## src/rtl/arb_pkg.sv

```systemverilog
// ============================================================================
// Module      : arb_pkg
// Description : Shared types and constants for the two-requester RAM arbiter.
// Revision    : 1.0 - initial release
// ============================================================================
`default_nettype none

package arb_pkg;

  localparam int NUM_REQ = 2;

  // Requester index: 0 = CPU processor port, 1 = secondary master.
  typedef logic req_id_t;

  // Tag carried alongside each accepted read until its data returns.
  typedef struct packed {
    logic    valid;
    req_id_t id;
  } rd_tag_t;

endpackage

`default_nettype wire

```

## src/rtl/rd_return_pipe.sv

```systemverilog
// ============================================================================
// Module      : rd_return_pipe
// Description : RD_LAT-stage delay line of read tags; the emerging tag marks
//               the cycle in which RAM read data is valid for that requester.
// Revision    : 1.0 - initial release
// ============================================================================
`default_nettype none

module rd_return_pipe
  import arb_pkg::*;
#(
  parameter int RD_LAT = 1
) (
  input  logic    clk,
  input  logic    rst_n,
  input  rd_tag_t tag_in,
  output rd_tag_t tag_out
);

  rd_tag_t [RD_LAT-1:0] r_stage;

  // Shift tags one stage per cycle; reset discards every in-flight read.
  always_ff @(posedge clk or negedge rst_n) begin
    if (!rst_n) begin
      r_stage <= '0;
    end else begin
      r_stage[0] <= tag_in;
      for (int i = 1; i < RD_LAT; i++) begin
        r_stage[i] <= r_stage[i-1];
      end
    end
  end

  assign tag_out = r_stage[RD_LAT-1];

endmodule

`default_nettype wire

```

## src/rtl/ram_arbiter.sv

```systemverilog
// ============================================================================
// Module      : ram_arbiter
// Description : Shares one single-port synchronous RAM between the CPU port
//               (requester 0) and a secondary master (requester 1). One access
//               per cycle, per-requester read return with ready/ack handshake.
//               Build option ARB_ROUND_ROBIN_EN: owner/burst fairness with
//               MAX_BURST limit; when undefined, port 0 has fixed priority.
// Revision    : 1.0 - initial release
// ============================================================================
`default_nettype none

module ram_arbiter
  import arb_pkg::*;
#(
  parameter int ADDR_W    = 24,
  parameter int DATA_W    = 16,
  parameter int RD_LAT    = 1,
  parameter int MAX_BURST = 8
) (
  input  logic                            clk,
  input  logic                            rst_n,
  input  logic [NUM_REQ-1:0][ADDR_W-1:0]  rq_addr,
  input  logic [NUM_REQ-1:0][DATA_W-1:0]  rq_wr_data,
  input  logic [NUM_REQ-1:0]              rq_wr_en,
  input  logic [NUM_REQ-1:0]              rq_rd_en,
  output logic [NUM_REQ-1:0]              rq_busy,
  output logic [NUM_REQ-1:0][DATA_W-1:0]  rq_rd_data,
  output logic [NUM_REQ-1:0]              rq_rd_ready,
  input  logic [NUM_REQ-1:0]              rq_rd_ack,
  output logic [ADDR_W-1:0]               ram_addr,
  output logic [DATA_W-1:0]               ram_wr_data,
  output logic                            ram_wr_en,
  output logic                            ram_rd_en,
  input  logic [DATA_W-1:0]               ram_rd_data
);

  logic [NUM_REQ-1:0]             w_req;
  logic [NUM_REQ-1:0]             w_elig;
  logic [NUM_REQ-1:0]             w_grant;
  req_id_t                        w_win;
  rd_tag_t                        w_tag_in;
  rd_tag_t                        w_tag_out;

  logic [NUM_REQ-1:0]             r_inflight;
  logic [NUM_REQ-1:0]             r_rd_ready;
  logic [NUM_REQ-1:0][DATA_W-1:0] r_rd_data;
  logic [ADDR_W-1:0]              r_last_addr;
  logic [DATA_W-1:0]              r_last_wdata;

  // Requests are masked while reset is held so no access leaks to the RAM.
  // A read is only eligible once the previous read on that port has been
  // returned and acknowledged; a write (even with rd_en set) always is.
  assign w_req  = (rq_wr_en | rq_rd_en) & {NUM_REQ{rst_n}};
  assign w_elig = (rq_wr_en | (rq_rd_en & ~r_inflight & ~r_rd_ready)) & {NUM_REQ{rst_n}};
  assign w_win  = w_grant[1];

`ifdef ARB_ROUND_ROBIN_EN
  req_id_t    r_owner;
  logic [7:0] r_burst;

  // Owner keeps the RAM while under its burst budget, else hand over.
  always_comb begin
    w_grant = w_elig;
    if (&w_elig) begin
      w_grant = '0;
      if (r_burst < 8'(MAX_BURST)) begin
        w_grant[r_owner] = 1'b1;
      end else begin
        w_grant[~r_owner] = 1'b1;
      end
    end
  end

  // Track last granted port and its saturating run length.
  always_ff @(posedge clk or negedge rst_n) begin
    if (!rst_n) begin
      r_owner <= 1'b0;
      r_burst <= 8'd0;
    end else if (|w_grant) begin
      if (w_win == r_owner) begin
        if (r_burst < 8'(MAX_BURST)) begin
          r_burst <= r_burst + 8'd1;
        end
      end else begin
        r_owner <= w_win;
        r_burst <= 8'd1;
      end
    end
  end
`else
  // Fixed priority: port 0 wins whenever it is eligible.
  assign w_grant = {w_elig[1] & ~w_elig[0], w_elig[0]};
`endif

  assign rq_busy = w_req & ~w_grant;

  // Steer the winner onto the RAM; address/data hold when idle.
  always_comb begin
    ram_addr    = r_last_addr;
    ram_wr_data = r_last_wdata;
    ram_wr_en   = 1'b0;
    ram_rd_en   = 1'b0;
    if (|w_grant) begin
      ram_addr    = rq_addr[w_win];
      ram_wr_data = rq_wr_data[w_win];
      ram_wr_en   = rq_wr_en[w_win];
      ram_rd_en   = rq_rd_en[w_win] & ~rq_wr_en[w_win];
    end
  end

  // Remember the last driven address/data for the idle-hold behaviour.
  always_ff @(posedge clk or negedge rst_n) begin
    if (!rst_n) begin
      r_last_addr  <= '0;
      r_last_wdata <= '0;
    end else if (|w_grant) begin
      r_last_addr  <= ram_addr;
      r_last_wdata <= ram_wr_data;
    end
  end

  assign w_tag_in.valid = ram_rd_en;
  assign w_tag_in.id    = w_win;

  rd_return_pipe #(
    .RD_LAT (RD_LAT)
  ) u_rd_return_pipe (
    .clk     (clk),
    .rst_n   (rst_n),
    .tag_in  (w_tag_in),
    .tag_out (w_tag_out)
  );

  // Capture returning data for its owner; clear ready on acknowledge.
  always_ff @(posedge clk or negedge rst_n) begin
    if (!rst_n) begin
      r_inflight <= '0;
      r_rd_ready <= '0;
      r_rd_data  <= '0;
    end else begin
      for (int i = 0; i < NUM_REQ; i++) begin
        if (rq_rd_ack[i] && r_rd_ready[i]) begin
          r_rd_ready[i] <= 1'b0;
        end
      end
      if (ram_rd_en) begin
        r_inflight[w_win] <= 1'b1;
      end
      if (w_tag_out.valid) begin
        r_inflight[w_tag_out.id] <= 1'b0;
        r_rd_ready[w_tag_out.id] <= 1'b1;
        r_rd_data[w_tag_out.id]  <= ram_rd_data;
      end
    end
  end

  assign rq_rd_ready = r_rd_ready;
  assign rq_rd_data  = r_rd_data;

endmodule

`default_nettype wire

```

## config.mk

```make
export PLATFORM = sky130hd
export DESIGN_NAME = ram_arbiter
export DESIGN_NICKNAME = d
export VERILOG_FILES = /design/src/rtl/arb_pkg.sv /design/src/rtl/rd_return_pipe.sv /design/src/rtl/ram_arbiter.sv
export SDC_FILE = /design/constraint.sdc
export NUM_CORES = 1
export LEC_CHECK = 0
export BUFFER_PORTS_ARGS = -buffer_cell sky130_fd_sc_hd__buf_2
export CORE_MARGIN = 3
export CORE_UTILIZATION = 43
export DETAILED_ROUTE_END_ITERATION = 8
export GPL_ROUTABILITY_DRIVEN = 1
export GPL_TIMING_DRIVEN = 0
export HOLD_SLACK_MARGIN = 0.1
export PLACE_DENSITY = 0.8
export RECOVER_POWER = 100
export SLEW_MARGIN = 20
export SYNTH_ARGS = -nofsm -noshare
export SYNTH_HDL_FRONTEND = slang
export SYNTH_HIERARCHICAL = 1
export SYNTH_SLANG_ARGS = --single-unit
```

## constraint.sdc

```tcl
create_clock -name clk -period 1.6 [get_ports clk]
set_input_delay 0.24 -clock clk [delete_from_list [all_inputs] [get_ports clk]]
set_output_delay 0.24 -clock clk [all_outputs]
set_load 0.05 [all_outputs]
```

==> results.sh, run 1 <==
export IMPL_grt_total_usage_pct=23.2
export IMPL_fin_skew_ns=0.00910
export IMPL_pre_cts_ws_ns=-1.05
export IMPL_path_max_fanout=5
export IMPL_fin_area_sq_mm=0.00589
export IMPL_area_delta_synth_final_pct=47.8
export IMPL_hold_class="input pin to flop"
export IMPL_clk_path_buf_depth=2
export IMPL_drtAntennaViolNets=0
export IMPL_synth_seq_area_share_pct=49.0
export IMPL_cts_root_buf="clkbuf_8"
export IMPL_antenna_found_initial=0
export IMPL_drt_iter0_drc=416
export IMPL_status="finished with violations"
export IMPL_grt_ovfl_total=0
export IMPL_violations="DRC, setup timing"
export IMPL_drv_cap=0
export IMPL_syn_avg_cell_area_sq_um=11.0
export IMPL_fin_crit_ns=2.50
export IMPL_yosys_cell_types_count=23
export IMPL_cts_tree="done"
export IMPL_rsz0062_at_grt="true"
export IMPL_ff_latch_area_sq_mm=0.00195
export IMPL_dpl_cell_area_sq_mm=0.00507
export IMPL_fin_crit_sh_pct=157
export IMPL_route_detailed_drc=27
export IMPL_synth_fa_ha_area_share_pct=0
export IMPL_end_kind="output pin"
export IMPL_grt_first_pass_wirelength_microns=19000
export IMPL_synth_area_sq_mm=0.00399
export IMPL_cp_start_kind="flop"
export IMPL_cts_buffers=9
export IMPL_grt_max_degree=59
export IMPL_dieArea_sq_mm=0.0105
export IMPL_yosysWarnings=6
export IMPL_power_density_mw_per_mm2=1550
export IMPL_initial_utilization_pct=45.1
export IMPL_slew_headroom_pct=50.7
export IMPL_via_count=3948
export IMPL_cts_max_level=3
export IMPL_dp_hpwl_microns=8280
export IMPL_peakVddDrop_mv=0.701
export IMPL_die_h_microns=102
export IMPL_coreArea_sq_mm=0.00885
export IMPL_finalHoldViolations=0
export IMPL_worst_slew_pin_slew_ns=0.738
export IMPL_wl_microns=12700
export IMPL_fin_nets=696
export IMPL_multi_input_area_sq_mm=0.00142
export IMPL_cp_required_ns=1.36
export IMPL_slowest_delay_ns=0.42
export IMPL_synthMuxAreaShare_pct=9.04
export IMPL_finalPower_mw=9.15
export IMPL_synth_compound_area_share_pct=22.5
export IMPL_clock_sinks=78
export IMPL_netlist_instances=364
export IMPL_path_common_cell="buf_8"
export IMPL_synth_top_family_by_area="compound AO/OA/AOI/OAI gates"
export IMPL_antenna_cells=0
export IMPL_synth_nets=468
export IMPL_cts_clk_slew_worst_paths_ns=0.10
export IMPL_timing_fmax_mhz=399
export IMPL_final_max_slew_viol_count=0
export IMPL_portBuffers=181
export IMPL_p_leak_nw=3.10
export IMPL_crit_path_cell_trace="or3b_4, o211a_4, buf_8, buf_8, a222oi_1, buf_4"
export IMPL_die_w_microns=102
export IMPL_cp_arrival_ns=2.26
export IMPL_final_layout_size_suffix_gt1_share_pct=45.1
export IMPL_path_class="flop to output pin"
export IMPL_crit_slowest_cell="dfrtp_2"
export IMPL_wl_per_cell_microns=18.0
export IMPL_synth_simple_area_share_pct=1.95
export IMPL_io_pin_count=182
export IMPL_synth_xor_area_share_pct=0
export IMPL_firstDrtPassIters=9
export IMPL_grt_pass1_vias=3914
export IMPL_synth_seq_cells=78
export IMPL_setup_slack_ns=-0.904
export IMPL_clk_latency_ns=0.34
export IMPL_fillerInstances=720
export IMPL_vias_per_cell=5.60
export IMPL_rows=34
export IMPL_place_gp_congestion=0.777
export IMPL_finalSetupViolations=92
export IMPL_ctsHoldBuffers=7
## final timing paths
kind / start / end / slack, ns / cells after the start
max: rq_rd_ready[0] / ram_wr_data[4] / -0.90 / 6
min: ram_rd_data[0] / rq_rd_data[16] / 0.14 / 2
max reg2reg: r_inflight[0] / r_last_addr[23] / -0.44 / 9
min reg2reg: u_rd_return_pipe/tag_out[1] / r_inflight[1] / 0.50 / 1
max in group asynchronous: rst_n / r_last_addr[23] / 0.08 / 6
min in group asynchronous: rst_n / rq_rd_data[18] / 0.17 / 4
## Yosys cell counts
| master | instances | share of area [%] |
|---|---|---|
| a21boi_0 | 1 | 0.19 |
| a21oi_1 | 2 | 0.25 |
| a222oi_1 | 80 | 20 |
| a31oi_1 | 1 | 0.16 |
| a41oi_1 | 1 | 0.22 |
| and3_2 | 1 | 0.19 |
| buf_1 | 1 | 0.094 |
| buf_2 | 2 | 0.25 |
| buf_6 | 17 | 4.8 |
| clkbuf_1 | 9 | 0.85 |
| dfrtp_1 | 78 | 49 |
| inv_1 | 123 | 12 |
| mux2_2 | 32 | 9.0 |
| nand2_1 | 2 | 0.19 |
| nor2_1 | 2 | 0.19 |
| nor2b_1 | 3 | 0.47 |
| nor3b_2 | 2 | 0.63 |
| o211a_1 | 1 | 0.25 |
| o21a_1 | 1 | 0.19 |
| o21ai_0 | 2 | 0.25 |
| o21bai_1 | 1 | 0.19 |
| o41ai_4 | 1 | 0.69 |
| or3b_4 | 1 | 0.28 |
## layout make-up
type                            instances  share of cell area (%)
Tap cell                              108                    2.29
Clock buffer                            9                    2.10
Buffer                                 26                    4.29
Sequential cell                        78                    33.2
Multi-Input combinational cell        135                    24.0
Timing Repair Buffer                  219                    25.3
Clock inverter                          7                   0.977
Inverter                              123                    7.83
## repair_timing
action,CTS,global route
gates resized for setup,78,29
gates cloned,7,3
pin swaps,45,35
endpoints found under the setup margin,93,85
setup buffers,12,9
endpoints found under the hold margin,69,53
## cell families (layout without fill, tap and decap cells)
logic type | count (synthesis) | in the layout
muxes | 32 | 32
buffers and inverters | 152 | 384
AOI/OAI and AO/OA | 91 | 92
DFF | 78 | 78
and+or+nand+nor | 11 | 11
## routing by layer
| metal | global-route usage [%] | vias to the layer above | part of all wire [%] |
|---|---|---|---|
| li1 | - | 1795 | - |
| met4 | 5.55 | 0 | 1.2 |
| met5 | 0 | - | 0 |
| met1 | 28.0 | 1934 | 40 |
| met2 | 41.9 | 208 | 50 |
| met3 | 4.98 | 11 | 8.3 |
## state kept, by name, summed over array words and instances (netlist names)
register,flops
r_last_wdata,16
rq_rd_data,32
rq_rd_ready,2
u_rd_return_pipe/tag_out,2
r_inflight,2
r_last_addr,24
## placed cells by master, fill, tap and decap left out, drive strengths merged, types with 3 or more instances in the layout
master	count
clkinv	3
nor2b	3
dlygate4sd3	3
mux2	32
a222oi	80
inv	125
buf	196
clkbuf	54
dfrtp	78
## where the power goes
group	switching (mW)	leakage [nW]	internal, mW	total (mW)
sequential	0.299	0.890	2.58	2.88
clock	0.784	0.0877	0.582	1.37
combinational	3.33	2.12	1.58	4.91
total	4.41	3.10	4.74	9.15
## critical path: cells and delay by family, from the launching register on
family          cells  cell delay, ns
flops               1            0.42
buf+inv             3            0.55
compound gates      2            0.54
simple gates        1            0.41
## through the flow
step | util [%] | std cells | TNS (ns) | hold slack, ns
CTS | 65.6 | 694 | -40.40 | 0.0305
global placement | 57.0 | 653 | -151.59 | 0.410
detailed placement | 57.3 | 654 | -62.01 | 0.186
floorplan | - | 364 | -52.41 | -0.0556
global route | 66.6 | 705 | -58.22 | 0.124
finish | 66.6 | 705 | -48.46 | 0.140
(Power assumes the default switching activity.)
==> run 2: changes to the inputs <==
==> constraint.sdc (replaced) <==
create_clock -name clk -period 1.6 [get_ports clk]
set_input_delay 0.48 -clock clk [delete_from_list [all_inputs] [get_ports clk]]
set_output_delay 0.48 -clock clk [all_outputs]
set_load 0.05 [all_outputs]
==> run 2 against run 1 <==
  * The run ends with DRC, hold timing, setup timing left
  * Die area unchanged
  * Core utilization down 1.4 points
  * Hold slack worse by 0.15 ns
  * Total power up 2.2%
  * Critical path type unchanged
  * Critical endpoint is now ram_wr_data[15]
  * Highest routed layer unchanged
==> results.sh, run 2 (same netlist as run 1, synthesis figures left out) <==
export IMPL_violations="DRC, hold timing, setup timing"
export IMPL_antenna_cells=0
export IMPL_largest_reg_flops=32
export IMPL_die_w_microns=102
export IMPL_multi_input_area_sq_mm=0.00138
export IMPL_cts_tree="done"
export IMPL_critical_path_buf_inv_count=3
export IMPL_final_cell_mix="buf_2 (137), inv_1 (123), a222oi_1 (80)"
export IMPL_cp_start_kind="flop"
export IMPL_grt_pass1_vias=3934
export IMPL_sw_frac_of_total_pct=46.0
export IMPL_dpl_cell_area_sq_mm=0.00507
export IMPL_grt_max_degree=44
export IMPL_clk_path_buf_depth=2
export IMPL_rows=34
export IMPL_final_layout_size_suffix_gt1_share_pct=49.6
export IMPL_clock_sinks=78
export IMPL_p_sw_mw=4.30
export IMPL_crit_family="buffers and inverters"
export IMPL_seqPwrFrac_pct=30.6
export IMPL_p_leak_nw=3.11
export IMPL_fin_crit_sh_pct=169
export IMPL_slew_headroom_pct=51.5
export IMPL_firstDrtPassIters=9
export IMPL_coreArea_sq_mm=0.00885
export IMPL_path_class="flop to output pin"
export IMPL_hold_ws_ns=-0.0149
export IMPL_cts_buffers=9
export IMPL_initial_utilization_pct=45.1
export IMPL_fin_crit_ns=2.71
export IMPL_final_max_slew_viol_count=0
export IMPL_drv_cap=0
export IMPL_drt_iter0_drc=393
export IMPL_slowest_delay_ns=0.44
export IMPL_cp_required_ns=1.12
export IMPL_intPower_mw=5.06
export IMPL_grt_total_usage_pct=22.7
export IMPL_fin_area_sq_mm=0.00577
export IMPL_crit_slowest_cell="dfrtp_2"
export IMPL_io_pin_count=182
export IMPL_place_gp_congestion=0.821
export IMPL_finalSetupViolations=84
export IMPL_wl_microns=12300
export IMPL_power_density_mw_per_mm2=1620
export IMPL_vias_per_cell=5.62
export IMPL_final_common_cell="buf_2"
export IMPL_rsz0062_at_grt="true"
export IMPL_fillerInstances=687
export IMPL_area_delta_synth_final_pct=44.7
export IMPL_grt_first_pass_wirelength_microns=18700
export IMPL_portBuffers=181
export IMPL_drtAntennaViolNets=0
export IMPL_status="finished with violations"
export IMPL_ff_latch_area_sq_mm=0.00195
export IMPL_fin_nets=676
export IMPL_finalPower_mw=9.36
export IMPL_dp_hpwl_microns=8420
export IMPL_fin_setup_tns_ns=-48.44
export IMPL_cts_max_level=3
export IMPL_hold_class="input pin to async pin"
export IMPL_clkPwrFrac_pct=17.5
export IMPL_worst_slew_pin_slew_ns=0.726
export IMPL_antenna_found_initial=0
export IMPL_peakVddDrop_mv=0.806
export IMPL_path_max_fanout=8
export IMPL_crit_path_cell_trace="or3b_4, o211a_1, buf_8, buf_8, a222oi_1, buf_4"
export IMPL_combPwrFrac_pct=51.9
export IMPL_die_h_microns=102
export IMPL_finalHoldViolations=33
export IMPL_route_detailed_drc=3
export IMPL_end_kind="output pin"
export IMPL_cp_arrival_ns=2.23
export IMPL_fin_skew_ns=0.0113
export IMPL_dieArea_sq_mm=0.0105
export IMPL_clk_latency_ns=0.34
export IMPL_cts_root_buf="clkbuf_8"
export IMPL_path_common_cell="buf_8"
export IMPL_grt_ovfl_total=0
export IMPL_setup_slack_ns=-1.11
export IMPL_cts_clk_slew_worst_paths_ns=0.09
export IMPL_timing_fmax_mhz=369
export IMPL_wl_per_cell_microns=18.0
export IMPL_via_count=3853
export IMPL_post_route_util_pct=65.2
==> run 2: cell types whose count changed in the layout (fill, tap and decap cells not counted), moves of 3 or more <==
| cell | previous run | this run |
|---|---|---|
| buf_6 | 27 | 21 |
| buf_2 | 104 | 137 |
| buf_4 | 50 | 44 |
| buf_12 | 4 | 1 |
| dlygate4sd3_1 | 3 | 0 |
| clkbuf_1 | 33 | 1 |
==> run 2: metrics by stage <==
stage / cells / worst slack (ns) / hold WS [ns]
3_3_place_gp: 653 / -2.31 / 0.451
6_report: 685 / -1.11 / -0.0149
5_1_grt: 685 / -1.22 / -0.0200
4_1_cts: 684 / -1.12 / -0.0215
2_1_floorplan: 364 / -1.45 / 0.184
3_5_place_dp: 654 / -1.60 / 0.459
==> run 2: power by group through the flow <==
stage,clock network [mW],logic [mW],registers [mW]
finish,1.64,4.85,2.86
floorplan,0,2.07,4.17
detailed placement,0,4.42,2.89
CTS,1.67,4.81,2.85
global placement,0,4.35,2.85
global route,1.77,5.12,2.91
==> run 2: worst paths after layout <==
path	start	end	slack, ns	cells past startpoint
max	rq_rd_ready[0]	ram_wr_data[15]	-1.11	6
min	rst_n	rq_rd_data[0]	-0.01	1
max reg2reg	rq_rd_ready[0]	r_last_wdata[14]	-0.22	6
min reg2reg	u_rd_return_pipe/tag_out[1]	r_inflight[1]	0.50	1
max in group asynchronous	rst_n	rq_rd_data[10]	1.08	2
min in group clk	rq_rd_ack[0]	rq_rd_ready[0]	0.31	2
==> run 2: repair_timing <==
action / CTS / global route
endpoints found under the setup margin: 96 / 84
endpoints found under the hold margin: 40 / 40
buffers inserted: 9 / 4
pin swaps: 57 / 13
resized for setup: 85 / 13
cloned: 8 / 1
==> run 2: layout make-up <==
class | count | area share (%)
inverter | 123 | 8.00
multi-input combinational | 134 | 23.9
timing repair buffer | 202 | 23.9
sequential | 78 | 33.9
clock buffer | 10 | 2.21
clock inverter | 6 | 1.61
buffer | 24 | 4.06
tap | 108 | 2.34
==> run 2: worst reg2reg max path: stages (launching register included) <==
cell	delay (ns)
dfrtp_2	0.44
or3b_4	0.39
o211a_1	0.16
buf_8	0.16
buf_6	0.12
buf_8	0.13
a222oi_1	0.29
==> run 2: per-layer routing <==
layer	track usage (%)	vias up	part of all wire [%]
li1	-	1746	-
met1	26.7	1866	40
met2	39.8	216	50
met3	5.19	25	8.0
met4	9.28	0	2.1
met5	0	-	0
